--- config.mk ---
export PLATFORM = sky130hd
export DESIGN_NAME = impartitor_16b
export DESIGN_NICKNAME = d
export VERILOG_FILES = /design/src/rtl/impartitor_16b_pkg.sv /design/src/rtl/impartitor_16b_scazator_cla.sv /design/src/rtl/impartitor_16b.sv
export SDC_FILE = /design/constraint.sdc
export NUM_CORES = 1
export LEC_CHECK = 0
export BUFFER_PORTS_ARGS = -buffer_cell sky130_fd_sc_hd__buf_2
export CAP_MARGIN = 20
export CORE_UTILIZATION = 57
export CTS_CLUSTER_DIAMETER = 120
export CTS_CLUSTER_SIZE = 8
export DETAILED_ROUTE_END_ITERATION = 10
export PLACE_DENSITY = 0.89
export SLEW_MARGIN = 40
export SYNTH_ARGS = -nofsm -noshare
export SYNTH_HDL_FRONTEND = slang
export SYNTH_HIERARCHICAL = 1
export SYNTH_SLANG_ARGS = --single-unit
--- constraint.sdc ---
create_clock -name clk -period 10.7 [get_ports clk]
set_input_delay 2.675 -clock clk [delete_from_list [all_inputs] [get_ports clk]]
set_output_delay 2.675 -clock clk [all_outputs]
set_load 0.05 [all_outputs]
--- src/rtl/impartitor_16b_pkg.sv ---
// ============================================================================
//  impartitor_16b_pkg
//  Shared width default and FSM state encoding for the restoring divider.
//  Revision: 1.0
// ============================================================================
`default_nettype none

package impartitor_16b_pkg;

    localparam int WIDTH = 16;

    typedef enum logic [1:0] {
        ST_IDLE = 2'd0,
        ST_RUN  = 2'd1,
        ST_DONE = 2'd2
    } state_t;

endpackage

`default_nettype wire

--- src/rtl/impartitor_16b_scazator_cla.sv ---
// ============================================================================
//  impartitor_16b_scazator_cla
//  Carry-lookahead subtractor: diff = x + ~y + 1, borrow = ~carry_out.
//  Revision: 1.0
// ============================================================================
`default_nettype none

module impartitor_16b_scazator_cla #(
    parameter int N = 17
) (
    input  logic [N-1:0] x_i,
    input  logic [N-1:0] y_i,
    output logic [N-1:0] diff_o,
    output logic         borrow_o
);
    import impartitor_16b_pkg::*;

    logic [N-1:0] yn_w;
    logic [N-1:0] p_w;
    logic [N-1:0] g_w;
    logic [N:0]   c_w;

    assign yn_w   = ~y_i;
    assign p_w    = x_i ^ yn_w;
    assign g_w    = x_i & yn_w;
    assign c_w[0] = 1'b1;

    generate
        for (genvar i = 0; i < N; i++) begin : g_carry
            assign c_w[i+1] = g_w[i] | (p_w[i] & c_w[i]);
        end
    endgenerate

    assign diff_o   = p_w ^ c_w[N-1:0];
    assign borrow_o = ~c_w[N];

endmodule

`default_nettype wire

--- src/rtl/impartitor_16b.sv ---
// ============================================================================
//  impartitor_16b
//  Sequential restoring divider, one quotient bit per clock.
//  Revision: 1.0
// ============================================================================
`default_nettype none

module impartitor_16b
    import impartitor_16b_pkg::*;
#(
    parameter int WIDTH = impartitor_16b_pkg::WIDTH
) (
    input  logic             clk,
    input  logic             rst_n,
    input  logic             start_i,
    input  logic [WIDTH-1:0] a_i,
    input  logic [WIDTH-1:0] b_i,
    output logic             busy_o,
    output logic             done_o,
    output logic [WIDTH-1:0] q_o,
    output logic [WIDTH-1:0] r_o,
    output logic             div_zero_o
);

    localparam int CNT_W = $clog2(WIDTH);

    state_t             state_q;
    logic [WIDTH-1:0]   sh_q;
    logic [WIDTH-1:0]   b_q;
    logic [WIDTH:0]     rem_q;
    logic [CNT_W-1:0]   cnt_q;
    logic               busy_q;
    logic               done_q;
    logic [WIDTH-1:0]   q_q;
    logic [WIDTH-1:0]   r_q;
    logic               div_zero_q;

    logic [WIDTH:0]     p_w;
    logic [WIDTH:0]     diff_w;
    logic               borrow_w;
    logic [WIDTH:0]     rem_d;
    logic [WIDTH-1:0]   sh_d;

    assign p_w = {rem_q[WIDTH-1:0], sh_q[WIDTH-1]};

    impartitor_16b_scazator_cla #(
        .N (WIDTH + 1)
    ) u_sub (
        .x_i      (p_w),
        .y_i      ({1'b0, b_q}),
        .diff_o   (diff_w),
        .borrow_o (borrow_w)
    );

    // Restore on borrow; the quotient bit is the inverted borrow.
    always_comb begin
        rem_d = borrow_w ? p_w : diff_w;
        sh_d  = {sh_q[WIDTH-2:0], ~borrow_w};
    end

    always_ff @(posedge clk) begin
        if (!rst_n) begin
            state_q    <= ST_IDLE;
            sh_q       <= '0;
            b_q        <= '0;
            rem_q      <= '0;
            cnt_q      <= '0;
            busy_q     <= 1'b0;
            done_q     <= 1'b0;
            q_q        <= '0;
            r_q        <= '0;
            div_zero_q <= 1'b0;
        end else begin
            case (state_q)
                ST_IDLE: begin
                    done_q <= 1'b0;
                    if (start_i) begin
                        if (b_i != '0) begin
                            sh_q       <= a_i;
                            b_q        <= b_i;
                            rem_q      <= '0;
                            cnt_q      <= '0;
                            div_zero_q <= 1'b0;
                            busy_q     <= 1'b1;
                            state_q    <= ST_RUN;
                        end else begin
                            q_q        <= '1;
                            r_q        <= a_i;
                            div_zero_q <= 1'b1;
                            done_q     <= 1'b1;
                            state_q    <= ST_DONE;
                        end
                    end
                end
                ST_RUN: begin
                    rem_q <= rem_d;
                    sh_q  <= sh_d;
                    cnt_q <= cnt_q + CNT_W'(1);
                    if (cnt_q == CNT_W'(WIDTH - 1)) begin
                        q_q     <= sh_d;
                        r_q     <= rem_d[WIDTH-1:0];
                        busy_q  <= 1'b0;
                        done_q  <= 1'b1;
                        state_q <= ST_DONE;
                    end
                end
                ST_DONE: begin
                    done_q  <= 1'b0;
                    state_q <= ST_IDLE;
                end
                default: begin
                    busy_q  <= 1'b0;
                    done_q  <= 1'b0;
                    state_q <= ST_IDLE;
                end
            endcase
        end
    end

    assign busy_o     = busy_q;
    assign done_o     = done_q;
    assign q_o        = q_q;
    assign r_o        = r_q;
    assign div_zero_o = div_zero_q;

endmodule

`default_nettype wire

==> impl_metrics.py <==
metrics = {
    "outcome": {
        "status": "finished clean",
    },
    "pwr": {
        "clockPowerShare": 0.349,
        "netSwitchingFraction": 0.2695,
        "combPwrFrac": 0.165,
        "intPower_uw": 532.1,
        "power_density_nw_per_um2": 144.5,
        "leakage_uw": 0.002537,
        "seqPwrFrac": 0.486,
        "ir_drop_mv": 0.07421,
        "switching_power_uw": 196.3,
    },
    "synthesis": {
        "synth_fp_nets": 543,
        "syn_area_per_cell_um2": 9.078,
        "postSynthCellCount": 490,
        "synth_warnings": 6,
        "synth_area_um2": 4448,
    },
    "detailed_routing": {
        "post_drt_wl_per_cell_um": 15.42,
        "ant_nets": 0,
        "vias_per_cell": 5.551,
        "first_pass_iters": 5,
        "drt_iter0_drc": 338,
        "vias": 3569,
        "drc_errors": 0,
        "drt_wl_total_um": 9918,
    },
    "grt": {
        "grtUsageTotal": 0.2528,
        "grt_max_degree": 121,
        "antenna_found_initial": 0,
        "grt_pass1_wl_um": 16490,
        "gr-total-overflow": 0,
        "grt_pass1_vias": 3565,
    },
    "die": {
        "die_area_um2": 8160,
        "core-area_um2": 7408,
        "die_h_um": 90.34,
        "start_util": 0.6004,
        "row_count": 31,
        "die_w_um": 90.34,
        "boundaryPins": 70,
    },
    "critical_path": {
        "path_common_cell": "fa_1",
        "crit_path_top_delay_cell": "fa_2",
        "cp_data_required_time_ns": 10.94,
        "r2r_setup_slack_ns": 2.67,
        "cp_data_arrival_time_ns": 8.27,
        "start_kind": "flop",
        "endpoint_kind": "flop",
        "crit_chain": "inv_1, ha_1, fa_1, fa_1, fa_1, fa_1, fa_1, fa_1, fa_1, fa_1, fa_1, fa_1, fa_1, fa_1, fa_1, fa_1, fa_1, fa_2, mux2i_1, nor2_1, o21ai_0, mux2i_1",
        "cp_max_fo": 18,
        "r2r_cells": 22,
        "reg2reg_from": "sh_q[15]",
        "crit_type": "flop to flop",
        "startpoint": "sh_q[15]",
        "slowest_delay_ns": 0.60,
        "r2r-end": "r_o[5]",
    },
    "timing": {
        "setup_ws_ns": 2.670,
        "hold_viol_final": 0,
        "final_max_slew_viol_count": 0,
        "final-setup-viol-count": 0,
        "fmax_mhz": 124.5,
        "tightest_slew_ns": 0.7653,
        "fin_crit_sh": 0.7505,
        "relSlewSlack": 0.4842,
        "grt_setup_unrepaired": "false",
        "finalSetupTns_ns": 0,
        "clock_skew_ns": 0.01227,
        "fin_crit_ns": 8.030,
    },
    "cts": {
        "cts_tree": "yes",
        "cts.repair.resized": 0,
        "post_cts_buffers": 0,
        "htree_levels": 3,
        "cts-root-buf": "clkbuf_8",
        "cts_buffers": 9,
        "cts_sinks": 89,
        "ctsHoldBuffers": 0,
        "clk_path_buf_depth": 2,
        "clkLatencyLatePin_ns": 0.36,
        "clk_pin_slew_ns": 0.09,
    },
    "final_layout": {
        "drive_gt1_frac": 0.1746,
        "final_common_cell": "dfxtp_1",
        "layout_common_cells": "dfxtp_1 (89), mux2i_1 (79), nand2_1 (73)",
        "num_antenna_cells": 0,
        "nets": 593,
        "post-route-util": 0.6805,
        "syn2layout_area_growth_pct": 13.33,
    },
    "min_path": {
        "worstHoldStart": "r_o[5]",
        "holdPathEnd": "r_o[5]",
        "hp-class": "flop to flop",
        "whs_path_depth": 2,
    },
    "place": {
        "dp_hpwl_um": 6768,
        "portBuffers": 69,
        "post-place-ws_ns": 2.794,
        "gp_congestion": 0.8158,
    },
    "flow_run": {
        "cap_violations": 0,
    },
}
-- how the worst max path moves through the flow --
stage / to / slack [ns] / depth (start not counted)
after floorplan: r_o[10] / 2.93 / 24
after global placement: r_o[10] / 2.75 / 22
after detailed placement: r_o[9] / 2.79 / 22
after CTS: r_o[10] / 2.71 / 22
after global routing: r_o[5] / 2.37 / 22
final: r_o[5] / 2.67 / 22
-- registers in the layout (all words and copies together) (netlist names) --
register    count
q_o            16
busy_o          1
done_o          1
r_o            16
div_zero_o      1
cnt_q           4
b_q            16
state_q         2
sh_q           16
rem_q          16
-- routing by layer --
metal / GRT usage / vias up / wire, µm
met3: 0.05051 / 28 / 441
met2: 0.4275 / 108 / 5098
met5: 0 / - / 0
li1: - / 1731 / -
met1: 0.3149 / 1702 / 4151
met4: 0.1048 / 0 / 226
-- worst max-delay path, delay by kind of cell, from the launching register on --
kind	cells	cell delay, ns
fa+ha+maj	17	6.81
buf+inv	1	0.06
flops	1	0.37
simple gates	1	0.08
mux	2	0.33
compound gates	1	0.26
-- through the flow --
stage / instances / instance area, µm² / power (µW) / hold WS [ns]
floorplan: 490 / 4448 / 447.7 / 0.4284
global placement: 628 / 4817 / 472.6 / 0.4382
detailed placement: 628 / 4823 / 479.3 / 0.4505
CTS: 643 / 5041 / 730.5 / 0.4631
global route: 643 / 5041 / 761.2 / 0.4858
finish: 643 / 5041 / 728.4 / 0.4576
-- power groups by stage --
stage	clock [µW]	sequential, µW	combinational [µW]
6_report	254	354	120
5_1_grt	271	356	134
4_1_cts	258	354	119
3_5_place_dp	0	362	118
3_3_place_gp	0	361	111
2_1_floorplan	0	361	87.2
-- final cells by class --
| cell class | count | area, µm² |
|---|---|---|
| repair buffers | 75 | 396.6 |
| multi-input cells | 332 | 2397 |
| inverters | 33 | 123.9 |
| fillers | 581 | 2367 |
| well taps | 99 | 123.9 |
| clock inverters | 5 | 80.08 |
| flip-flops and latches | 89 | 1782 |
| clock buffers | 10 | 137.6 |
Note: power is estimated with default switching activity, not from simulation.
